==> src/rtl/ps2_host_tx_if.sv <==
// ps2_host_tx_if: command handshake between a requester and the PS/2 host transmitter.
interface ps2_host_tx_if;
    localparam int unsigned DATA_W = 8;

    logic [DATA_W-1:0] i_tx_data;
    logic              i_tx_req;
    logic              o_tx_busy;
    logic              o_tx_done;
    logic              o_tx_err;

    // Requester side: drives the byte and request, watches status.
    modport master (
        output i_tx_data,
        output i_tx_req,
        input  o_tx_busy,
        input  o_tx_done,
        input  o_tx_err
    );

    // Transmitter side.
    modport slave (
        input  i_tx_data,
        input  i_tx_req,
        output o_tx_busy,
        output o_tx_done,
        output o_tx_err
    );
endinterface

==> src/rtl/ps2_host_tx.sv <==
// ps2_host_tx: PS/2 host-to-device command transmitter.
// Runs request-to-send (clock inhibit, start bit), shifts data/parity/stop on
// device falling edges, and guards every wait with a watchdog.
// Optional feature macro PS2_TX_ACK_CHECK_EN: sample the device ACK and wait
// for both lines idle before reporting done. Without it, done is reported on
// the falling edge that follows the stop bit.
module ps2_host_tx #(
    parameter int unsigned CLK_FREQ_HZ = 50_000_000,
    parameter int unsigned INHIBIT_US  = 100,
    parameter int unsigned TIMEOUT_US  = 15000
) (
    input  logic         CLK_50M,
    input  logic         RST_N,
    input  logic         PS2_CLK,
    input  logic         PS2_DATA,
    output logic         PS2_CLK_OE,
    output logic         PS2_DATA_OE,
    ps2_host_tx_if.slave tx
);
    localparam int unsigned CYC_PER_US  = CLK_FREQ_HZ / 1_000_000;
    localparam int unsigned INHIBIT_CYC = CYC_PER_US * INHIBIT_US;
    localparam int unsigned TIMEOUT_CYC = CYC_PER_US * TIMEOUT_US;
    localparam int unsigned INH_W       = $clog2(INHIBIT_CYC + 1);
    localparam int unsigned TO_W        = $clog2(TIMEOUT_CYC + 1);
    localparam int unsigned FRAME_W     = 10;
    localparam int unsigned BIT_W       = $clog2(FRAME_W + 1);

    typedef enum logic [2:0] {
        ST_IDLE,
        ST_INHIBIT,
        ST_START,
        ST_SHIFT,
        ST_ACK,
        ST_WAIT_IDLE,
        ST_ERR
    } state_t;

    state_t             state_q;
    logic               clk_meta_q;
    logic               clk_sync_q;
    logic               clk_prev_q;
    logic               data_meta_q;
    logic               data_sync_q;
    logic               clk_oe_q;
    logic               data_oe_q;
    logic               busy_q;
    logic               done_q;
    logic               err_q;
    logic [FRAME_W-1:0] shift_q;
    logic [BIT_W-1:0]   bit_cnt_q;
    logic [INH_W-1:0]   inh_cnt_q;
    logic [TO_W-1:0]    wdog_q;
    logic               dev_fall_c;
    logic               wdog_expired_c;

    // Two-stage synchronizers for both pins plus a delayed clock copy for edge detect.
    always_ff @(posedge CLK_50M or negedge RST_N) begin
        if (!RST_N) begin
            clk_meta_q  <= 1'b1;
            clk_sync_q  <= 1'b1;
            clk_prev_q  <= 1'b1;
            data_meta_q <= 1'b1;
            data_sync_q <= 1'b1;
        end else begin
            clk_meta_q  <= PS2_CLK;
            clk_sync_q  <= clk_meta_q;
            clk_prev_q  <= clk_sync_q;
            data_meta_q <= PS2_DATA;
            data_sync_q <= data_meta_q;
        end
    end

    assign dev_fall_c     = clk_prev_q & ~clk_sync_q;
    assign wdog_expired_c = (wdog_q == TO_W'(TIMEOUT_CYC - 1));

`ifndef PS2_TX_ACK_CHECK_EN
    // Synchronized data is only consumed by the ACK/idle checks.
    logic data_sync_unused_c;
    assign data_sync_unused_c = data_sync_q;
`endif

    // Transmit sequencer: request-to-send, bit shifting, ACK and watchdog.
    always_ff @(posedge CLK_50M or negedge RST_N) begin
        if (!RST_N) begin
            state_q   <= ST_IDLE;
            clk_oe_q  <= 1'b0;
            data_oe_q <= 1'b0;
            busy_q    <= 1'b0;
            done_q    <= 1'b0;
            err_q     <= 1'b0;
            shift_q   <= '0;
            bit_cnt_q <= '0;
            inh_cnt_q <= '0;
            wdog_q    <= '0;
        end else begin
            done_q <= 1'b0;
            err_q  <= 1'b0;
            case (state_q)
                ST_IDLE: begin
                    clk_oe_q  <= 1'b0;
                    data_oe_q <= 1'b0;
                    busy_q    <= 1'b0;
                    if (tx.i_tx_req) begin
                        shift_q   <= {1'b1, ~^tx.i_tx_data, tx.i_tx_data};
                        inh_cnt_q <= '0;
                        clk_oe_q  <= 1'b1;
                        busy_q    <= 1'b1;
                        state_q   <= ST_INHIBIT;
                    end
                end

                ST_INHIBIT: begin
                    if (inh_cnt_q == INH_W'(INHIBIT_CYC - 1)) begin
                        // Start bit goes out on the same edge the clock is released.
                        clk_oe_q  <= 1'b0;
                        data_oe_q <= 1'b1;
                        state_q   <= ST_START;
                    end else begin
                        inh_cnt_q <= inh_cnt_q + INH_W'(1);
                    end
                end

                ST_START: begin
                    wdog_q    <= '0;
                    bit_cnt_q <= '0;
                    state_q   <= ST_SHIFT;
                end

                ST_SHIFT: begin
                    if (dev_fall_c) begin
                        wdog_q <= '0;
                        if (bit_cnt_q == BIT_W'(FRAME_W)) begin
`ifdef PS2_TX_ACK_CHECK_EN
                            state_q <= ST_ACK;
`else
                            done_q  <= 1'b1;
                            busy_q  <= 1'b0;
                            state_q <= ST_IDLE;
`endif
                        end else begin
                            data_oe_q <= ~shift_q[0];
                            shift_q   <= {1'b0, shift_q[FRAME_W-1:1]};
                            bit_cnt_q <= bit_cnt_q + BIT_W'(1);
                        end
                    end else if (wdog_expired_c) begin
                        state_q <= ST_ERR;
                    end else begin
                        wdog_q <= wdog_q + TO_W'(1);
                    end
                end

`ifdef PS2_TX_ACK_CHECK_EN
                ST_ACK: begin
                    if (dev_fall_c) begin
                        wdog_q  <= '0;
                        state_q <= data_sync_q ? ST_ERR : ST_WAIT_IDLE;
                    end else if (wdog_expired_c) begin
                        state_q <= ST_ERR;
                    end else begin
                        wdog_q <= wdog_q + TO_W'(1);
                    end
                end

                ST_WAIT_IDLE: begin
                    if (clk_sync_q && data_sync_q) begin
                        done_q  <= 1'b1;
                        busy_q  <= 1'b0;
                        state_q <= ST_IDLE;
                    end else if (dev_fall_c) begin
                        wdog_q <= '0;
                    end else if (wdog_expired_c) begin
                        state_q <= ST_ERR;
                    end else begin
                        wdog_q <= wdog_q + TO_W'(1);
                    end
                end
`endif

                ST_ERR: begin
                    clk_oe_q  <= 1'b0;
                    data_oe_q <= 1'b0;
                    err_q     <= 1'b1;
                    busy_q    <= 1'b0;
                    state_q   <= ST_IDLE;
                end

                default: begin
                    clk_oe_q  <= 1'b0;
                    data_oe_q <= 1'b0;
                    busy_q    <= 1'b0;
                    state_q   <= ST_IDLE;
                end
            endcase
        end
    end

    assign PS2_CLK_OE   = clk_oe_q;
    assign PS2_DATA_OE  = data_oe_q;
    assign tx.o_tx_busy = busy_q;
    assign tx.o_tx_done = done_q;
    assign tx.o_tx_err  = err_q;
endmodule

==> src/flat_wrapper.sv <==
// flat-port wrapper written by rule: the top's interface ports become plain ports
module ps2_host_tx_flat 
#(
    parameter int unsigned CLK_FREQ_HZ = 50_000_000,
    parameter int unsigned INHIBIT_US  = 100,
    parameter int unsigned TIMEOUT_US  = 15000
)
  (CLK_50M, RST_N, PS2_CLK, PS2_DATA, PS2_CLK_OE, PS2_DATA_OE, tx_i_tx_data, tx_i_tx_req, tx_o_tx_busy, tx_o_tx_done, tx_o_tx_err);
  ps2_host_tx_if tx_i ();
  input  logic CLK_50M;
  input  logic RST_N;
  input  logic PS2_CLK;
  input  logic PS2_DATA;
  output logic PS2_CLK_OE;
  output logic PS2_DATA_OE;
  input wire logic [$bits(tx_i.i_tx_data)-1:0] tx_i_tx_data;
  input wire logic [$bits(tx_i.i_tx_req)-1:0] tx_i_tx_req;
  output wire logic [$bits(tx_i.o_tx_busy)-1:0] tx_o_tx_busy;
  output wire logic [$bits(tx_i.o_tx_done)-1:0] tx_o_tx_done;
  output wire logic [$bits(tx_i.o_tx_err)-1:0] tx_o_tx_err;
  assign tx_i.i_tx_data = tx_i_tx_data;
  assign tx_i.i_tx_req = tx_i_tx_req;
  assign tx_o_tx_busy = tx_i.o_tx_busy;
  assign tx_o_tx_done = tx_i.o_tx_done;
  assign tx_o_tx_err = tx_i.o_tx_err;
  ps2_host_tx #(.CLK_FREQ_HZ(CLK_FREQ_HZ), .INHIBIT_US(INHIBIT_US), .TIMEOUT_US(TIMEOUT_US)) u_core (.CLK_50M(CLK_50M), .RST_N(RST_N), .PS2_CLK(PS2_CLK), .PS2_DATA(PS2_DATA), .PS2_CLK_OE(PS2_CLK_OE), .PS2_DATA_OE(PS2_DATA_OE), .tx(tx_i));
endmodule
==> config.mk <==
export PLATFORM = sky130hd
export DESIGN_NAME = ps2_host_tx_flat
export DESIGN_NICKNAME = d
export VERILOG_FILES = /design/src/rtl/ps2_host_tx_if.sv /design/src/rtl/ps2_host_tx.sv /design/src/flat_wrapper.sv
export SDC_FILE = /design/constraint.sdc
export NUM_CORES = 1
export LEC_CHECK = 0
export CAP_MARGIN = 20
export CELL_PAD_IN_SITES_DETAIL_PLACEMENT = 2
export CELL_PAD_IN_SITES_GLOBAL_PLACEMENT = 2
export CORE_MARGIN = 5
export CORE_UTILIZATION = 38
export DETAILED_ROUTE_END_ITERATION = 12
export MAX_ROUTING_LAYER = met4
export PLACE_DENSITY_LB_ADDON = 0.15
export SLEW_MARGIN = 0
export SYNTH_ARGS = -nofsm -noshare
export SYNTH_HDL_FRONTEND = slang
export SYNTH_SLANG_ARGS = --single-unit
==> constraint.sdc <==
create_clock -name CLK_50M -period 2.5 [get_ports CLK_50M]
set_input_delay 0.5 -clock CLK_50M [delete_from_list [all_inputs] [get_ports CLK_50M]]
set_output_delay 0.5 -clock CLK_50M [all_outputs]
set_load 0.02 [all_outputs]
==> flow_results.xml <==
<?xml version="1.0" encoding="UTF-8"?>
<metrics>
  <group name="synth">
    <metric name="synth_warnings" unit="">0</metric>
    <metric name="postSynthAreaPerCell" unit="um^2">9.89</metric>
    <metric name="post_synth_fa_ha_maj_area_fraction" unit="%">1.62</metric>
    <metric name="main_combinational_cell_family_by_area_after_synthesis" unit="">simple AND/OR/NAND/NOR gates</metric>
    <metric name="synth_area_leaders" unit="">sky130_fd_sc_hd__dfrtp_1 45%, sky130_fd_sc_hd__nand2_1 4.4%, sky130_fd_sc_hd__nor2_1 3.8%</metric>
    <metric name="area_share_of_and_or_nand_nor_cells_after_synthesis" unit="%">25.2</metric>
    <metric name="yosys.area_share.xor_xnor" unit="%">6.53</metric>
    <metric name="synth_area" unit="mm^2">0.00309</metric>
    <metric name="number_of_enable_type_register_cells_in_the_synthesized_netlist" unit="">0</metric>
    <metric name="yosysTopAreaCellShare" unit="%">44.6</metric>
    <metric name="synth_compound_area_share" unit="%">12.0</metric>
    <metric name="netlist-cell-type-count" unit="">53</metric>
    <metric name="netlist.top_cell.by_area" unit="">sky130_fd_sc_hd__dfrtp_1</metric>
    <metric name="yosys_register_bits" unit="">58</metric>
    <metric name="synthesis.nets" unit="">329</metric>
    <metric name="ys.flop_type" unit="">sky130_fd_sc_hd__dfrtp_1</metric>
    <metric name="mux_contribution_to_synthesized_area" unit="%">4.79</metric>
    <metric name="ys_async_sr_fraction" unit="%">100</metric>
    <metric name="number_of_standard_cells_after_synthesis" unit="">312</metric>
    <metric name="yosysSeqAreaShare" unit="%">47.2</metric>
  </group>
  <group name="pwr">
    <metric name="p_clk_share" unit="%">24.4</metric>
    <metric name="power.ir.vdd_worst" unit="uV">308</metric>
    <metric name="leakage" unit="nW">1.57</metric>
    <metric name="power_density_cells" unit="mW/mm^2">933</metric>
    <metric name="power_report.internal_total" unit="mW">2.09</metric>
    <metric name="p_switching" unit="mW">1.26</metric>
    <metric name="relative_contribution_of_combinational_cells_to_total_power" unit="%">33.9</metric>
    <metric name="design_power_total" unit="mW">3.35</metric>
    <metric name="pwr-share-seq" unit="%">41.7</metric>
    <metric name="power.switching_fraction" unit="%">37.5</metric>
  </group>
  <group name="floorplanning">
    <metric name="ioPinCount" unit="">18</metric>
    <metric name="placeableCoreArea" unit="mm^2">0.00781</metric>
    <metric name="die_height" unit="um">100</metric>
    <metric name="placement_rows" unit="">32</metric>
    <metric name="die-width" unit="um">100</metric>
    <metric name="fp.dieArea" unit="mm^2">0.0100</metric>
    <metric name="initial_utilization" unit="%">39.5</metric>
  </group>
  <group name="clocking">
    <metric name="ctsHtreeMaxLevel" unit="">3</metric>
    <metric name="cts-buffers-inserted" unit="">9</metric>
    <metric name="cts.repair.resized" unit="">0</metric>
    <metric name="cts_tree" unit="">yes</metric>
    <metric name="postCtsHoldBufs" unit="">0</metric>
    <metric name="cts.sinks" unit="">58</metric>
    <metric name="postCtsSetupBuffers" unit="">0</metric>
    <metric name="clk_path_buf_depth" unit="">2</metric>
    <metric name="post_cts_clock_slew_at_the_launch_and_capture_registers_of_the_worst_setup_and_hold_paths" unit="ps">70</metric>
    <metric name="clock_insertion_delay_worst_skew" unit="ps">350</metric>
    <metric name="cell_at_the_root_of_the_clock_tree" unit="">sky130_fd_sc_hd__clkbuf_8</metric>
  </group>
  <group name="placed_design">
    <metric name="place.port_buffers" unit="">16</metric>
    <metric name="placedCellCount" unit="">431</metric>
    <metric name="gpl.final_weighted_congestion" unit="">0.774</metric>
    <metric name="dpl.hpwl" unit="mm">5.97</metric>
    <metric name="placed_area" unit="mm^2">0.00340</metric>
  </group>
  <group name="critical_path">
    <metric name="crit_path_start_kind" unit="">register</metric>
    <metric name="worstSetupEndpointType" unit="">register</metric>
    <metric name="arrival" unit="ps">2410</metric>
    <metric name="timing.critical_path.fanout_max" unit="">14</metric>
    <metric name="worstPathCellList" unit="">ha_1 &gt; nand3_2 &gt; nor4_2 &gt; a31o_1 &gt; o21ai_0 &gt; a21oi_1</metric>
    <metric name="criticalPathCategory" unit="">reg -&gt; reg</metric>
    <metric name="worstPathRequired" unit="ps">2770</metric>
    <metric name="timing.critical_path.slowest_cell_delay" unit="ps">510</metric>
    <metric name="worst_path_max_delay_cell" unit="">sky130_fd_sc_hd__a31o_1</metric>
  </group>
  <group name="timing">
    <metric name="worst_slew_margin_rel" unit="%">44.4</metric>
    <metric name="timing.final.crit_period" unit="ps">2150</metric>
    <metric name="final_hold_viol_count" unit="">0</metric>
    <metric name="tightestPinTransition" unit="ps">831</metric>
    <metric name="clock.fmax" unit="MHz">466</metric>
    <metric name="grt_setup_unrepaired" unit="">false</metric>
    <metric name="timing.final.crit_share" unit="%">85.8</metric>
    <metric name="final-max-slew-violation-count" unit="">0</metric>
    <metric name="setup_viol" unit="">0</metric>
    <metric name="fin_skew" unit="ps">9.48</metric>
  </group>
  <group name="route">
    <metric name="detail-route-antenna-nets" unit="">0</metric>
    <metric name="drt_wl_total" unit="mm">8.25</metric>
    <metric name="drt_pass1_iterations" unit="">3</metric>
    <metric name="post_drt_wl_per_cell" unit="um">18.4</metric>
    <metric name="route.detailed.drc" unit="">0</metric>
    <metric name="total_number_of_vias" unit="">2499</metric>
    <metric name="drt_initial_violations" unit="">54</metric>
    <metric name="detail_route.vias_per_cell" unit="">5.58</metric>
  </group>
  <group name="global_route">
    <metric name="gr-max-usage-layer" unit="">met2</metric>
    <metric name="grt_max_degree" unit="">26</metric>
    <metric name="vias_in_the_first_global_route" unit="">2758</metric>
    <metric name="grt.total_usage" unit="%">18.4</metric>
    <metric name="grt_first_pass_wirelength" unit="mm">13.9</metric>
    <metric name="grtUsageMet2" unit="%">31.8</metric>
    <metric name="grt_util_met3" unit="%">3.96</metric>
    <metric name="initial_antenna_violation_count" unit="">0</metric>
    <metric name="gr-usage-met1" unit="%">21.3</metric>
    <metric name="grt_remaining_overflow" unit="">0</metric>
  </group>
  <group name="final_layout">
    <metric name="antenna_cells_inserted" unit="">0</metric>
    <metric name="num-nets-final" unit="">358</metric>
    <metric name="layout.cells.non_filler" unit="">448</metric>
    <metric name="area.growth.synth_to_final" unit="%">16.3</metric>
    <metric name="layout-drive-gt1-share" unit="%">13.9</metric>
    <metric name="final_area" unit="mm^2">0.00359</metric>
  </group>
  <group name="job">
    <metric name="cap_viol_max_count" unit="">0</metric>
  </group>
  <group name="worst_hold_path">
    <metric name="hold_class" unit="">in -&gt; async</metric>
  </group>
  <group name="run_status">
    <metric name="outcome" unit="">complete, no violations</metric>
  </group>
</metrics>
[cells in the final DEF, fill, tap and decap left out, types with 7 or more instances in the layout]
cell,instances
sky130_fd_sc_hd__dfrtp_1,55
sky130_fd_sc_hd__nand2_1,36
sky130_fd_sc_hd__nor2_1,31
sky130_fd_sc_hd__o21ai_0,17
sky130_fd_sc_hd__clkdlybuf4s50_1,15
sky130_fd_sc_hd__a21oi_1,13
sky130_fd_sc_hd__xnor2_1,13
sky130_fd_sc_hd__buf_4,13
sky130_fd_sc_hd__clkbuf_8,12
sky130_fd_sc_hd__nand3_1,11
sky130_fd_sc_hd__nand4_1,10
sky130_fd_sc_hd__xor2_1,10
sky130_fd_sc_hd__nor3_1,8
sky130_fd_sc_hd__a31oi_1,8
sky130_fd_sc_hd__mux2i_1,8
sky130_fd_sc_hd__a22o_1,7
[stage by stage]
stage               worst slack, ps  hold WS (ps)  setup TNS (ps)  util (%)
floorplan                       611           204               0         -
global placement              -44.8           355           -44.8      43.5
detailed placement            -67.1           355           -67.1      43.5
CTS                            59.0           173               0      45.9
global route                    105           198               0      46.0
finish                          354           161               0      46.0
[critical path, delay by kind of cell (launching register included)]
| family | cells | cell delay, ps |
|---|---|---|
| simple gates | 2 | 590 |
| fa+ha+maj | 1 | 250 |
| flops | 1 | 400 |
| compound gates | 3 | 840 |
[path summary, 6_finish.rpt]
path	cells past startpoint	startpoint	slack (ps)	end
max reg2reg	6	u_core.wdog_q[0]	350	u_core.wdog_q[8]
min in group CLK_50M	0	u_core.clk_meta_q	370	u_core.clk_sync_q
min	1	RST_N	160	u_core.inh_cnt_q[11]
max in group asynchronous	2	RST_N	1570	u_core.clk_prev_q
min reg2reg	0	u_core.clk_meta_q	370	u_core.clk_sync_q
max	6	u_core.wdog_q[0]	350	u_core.wdog_q[8]
[final cells by class]
cell class	instances	area [um^2]
sequential	58	1460
fill	852	4220
clock inverter	2	10.0
multi-input combinational	238	1550
timing repair buffer	29	253
inverter	5	18.8
clock buffer	14	173
tap	102	128
[synth_stat cells, types with 2 or more instances]
| cell | number |
|---|---|
| sky130_fd_sc_hd__mux2i_1 | 8 |
| sky130_fd_sc_hd__nand4bb_1 | 2 |
| sky130_fd_sc_hd__nor3_1 | 8 |
| sky130_fd_sc_hd__a41oi_1 | 2 |
| sky130_fd_sc_hd__buf_6 | 2 |
| sky130_fd_sc_hd__nand2b_1 | 3 |
| sky130_fd_sc_hd__clkbuf_1 | 3 |
| sky130_fd_sc_hd__a21o_1 | 3 |
| sky130_fd_sc_hd__ha_1 | 4 |
| sky130_fd_sc_hd__and2_1 | 2 |
| sky130_fd_sc_hd__mux2_1 | 2 |
| sky130_fd_sc_hd__buf_2 | 4 |
| sky130_fd_sc_hd__nand3_1 | 11 |
| sky130_fd_sc_hd__o21ai_0 | 17 |
| sky130_fd_sc_hd__a22o_1 | 7 |
| sky130_fd_sc_hd__a21oi_1 | 13 |
| sky130_fd_sc_hd__nand4_1 | 10 |
| sky130_fd_sc_hd__dfrtp_1 | 55 |
| sky130_fd_sc_hd__inv_1 | 5 |
| sky130_fd_sc_hd__or3_1 | 5 |
| sky130_fd_sc_hd__xor2_1 | 10 |
| sky130_fd_sc_hd__nor4_1 | 5 |
| sky130_fd_sc_hd__and3_1 | 4 |
| sky130_fd_sc_hd__a31oi_1 | 8 |
| sky130_fd_sc_hd__mux2_2 | 4 |
| sky130_fd_sc_hd__dfstp_2 | 3 |
| sky130_fd_sc_hd__nand3b_1 | 3 |
| sky130_fd_sc_hd__nor2_1 | 31 |
| sky130_fd_sc_hd__nor4b_1 | 2 |
| sky130_fd_sc_hd__o21ai_1 | 2 |
| sky130_fd_sc_hd__xnor2_1 | 13 |
| sky130_fd_sc_hd__or2b_1 | 2 |
| sky130_fd_sc_hd__nor3_4 | 2 |
| sky130_fd_sc_hd__and4_1 | 3 |
| sky130_fd_sc_hd__nand2_1 | 36 |
[cell families after synthesis]
logic type,Yosys count
buf+inv,16
flops,58
fa+ha+maj,4
simple gates,140
compound gates,57
xor+xnor,23
mux,14
[layer usage]
layer | routed length [um] | vias up | part of all wire [%]
met5 | 0 | - | 0
met4 | 99 | 0 | 1.2
met3 | 203 | 9 | 2.5
met2 | 4210 | 25 | 51
met1 | 3730 | 1282 | 45
li1 | - | 1183 | -
[flip-flops by register name, indices dropped and copies added (netlist names), 3 cells and up]
register / count
u_core.shift_q: 10
u_core.wdog_q: 20
u_core.inh_cnt_q: 13
u_core.state_q: 3
u_core.bit_cnt_q: 4
[power groups by stage]
| stage | logic [mW] | registers, mW | clock network [mW] |
|---|---|---|---|
| final | 1.14 | 1.40 | 0.817 |
| after global routing | 1.27 | 1.43 | 0.878 |
| after CTS | 1.16 | 1.40 | 0.838 |
| after detailed placement | 1.14 | 1.42 | 0 |
| after global placement | 1.08 | 1.40 | 0 |
| after floorplan | 0.794 | 1.36 | 0 |
(Power assumes the default switching activity.)
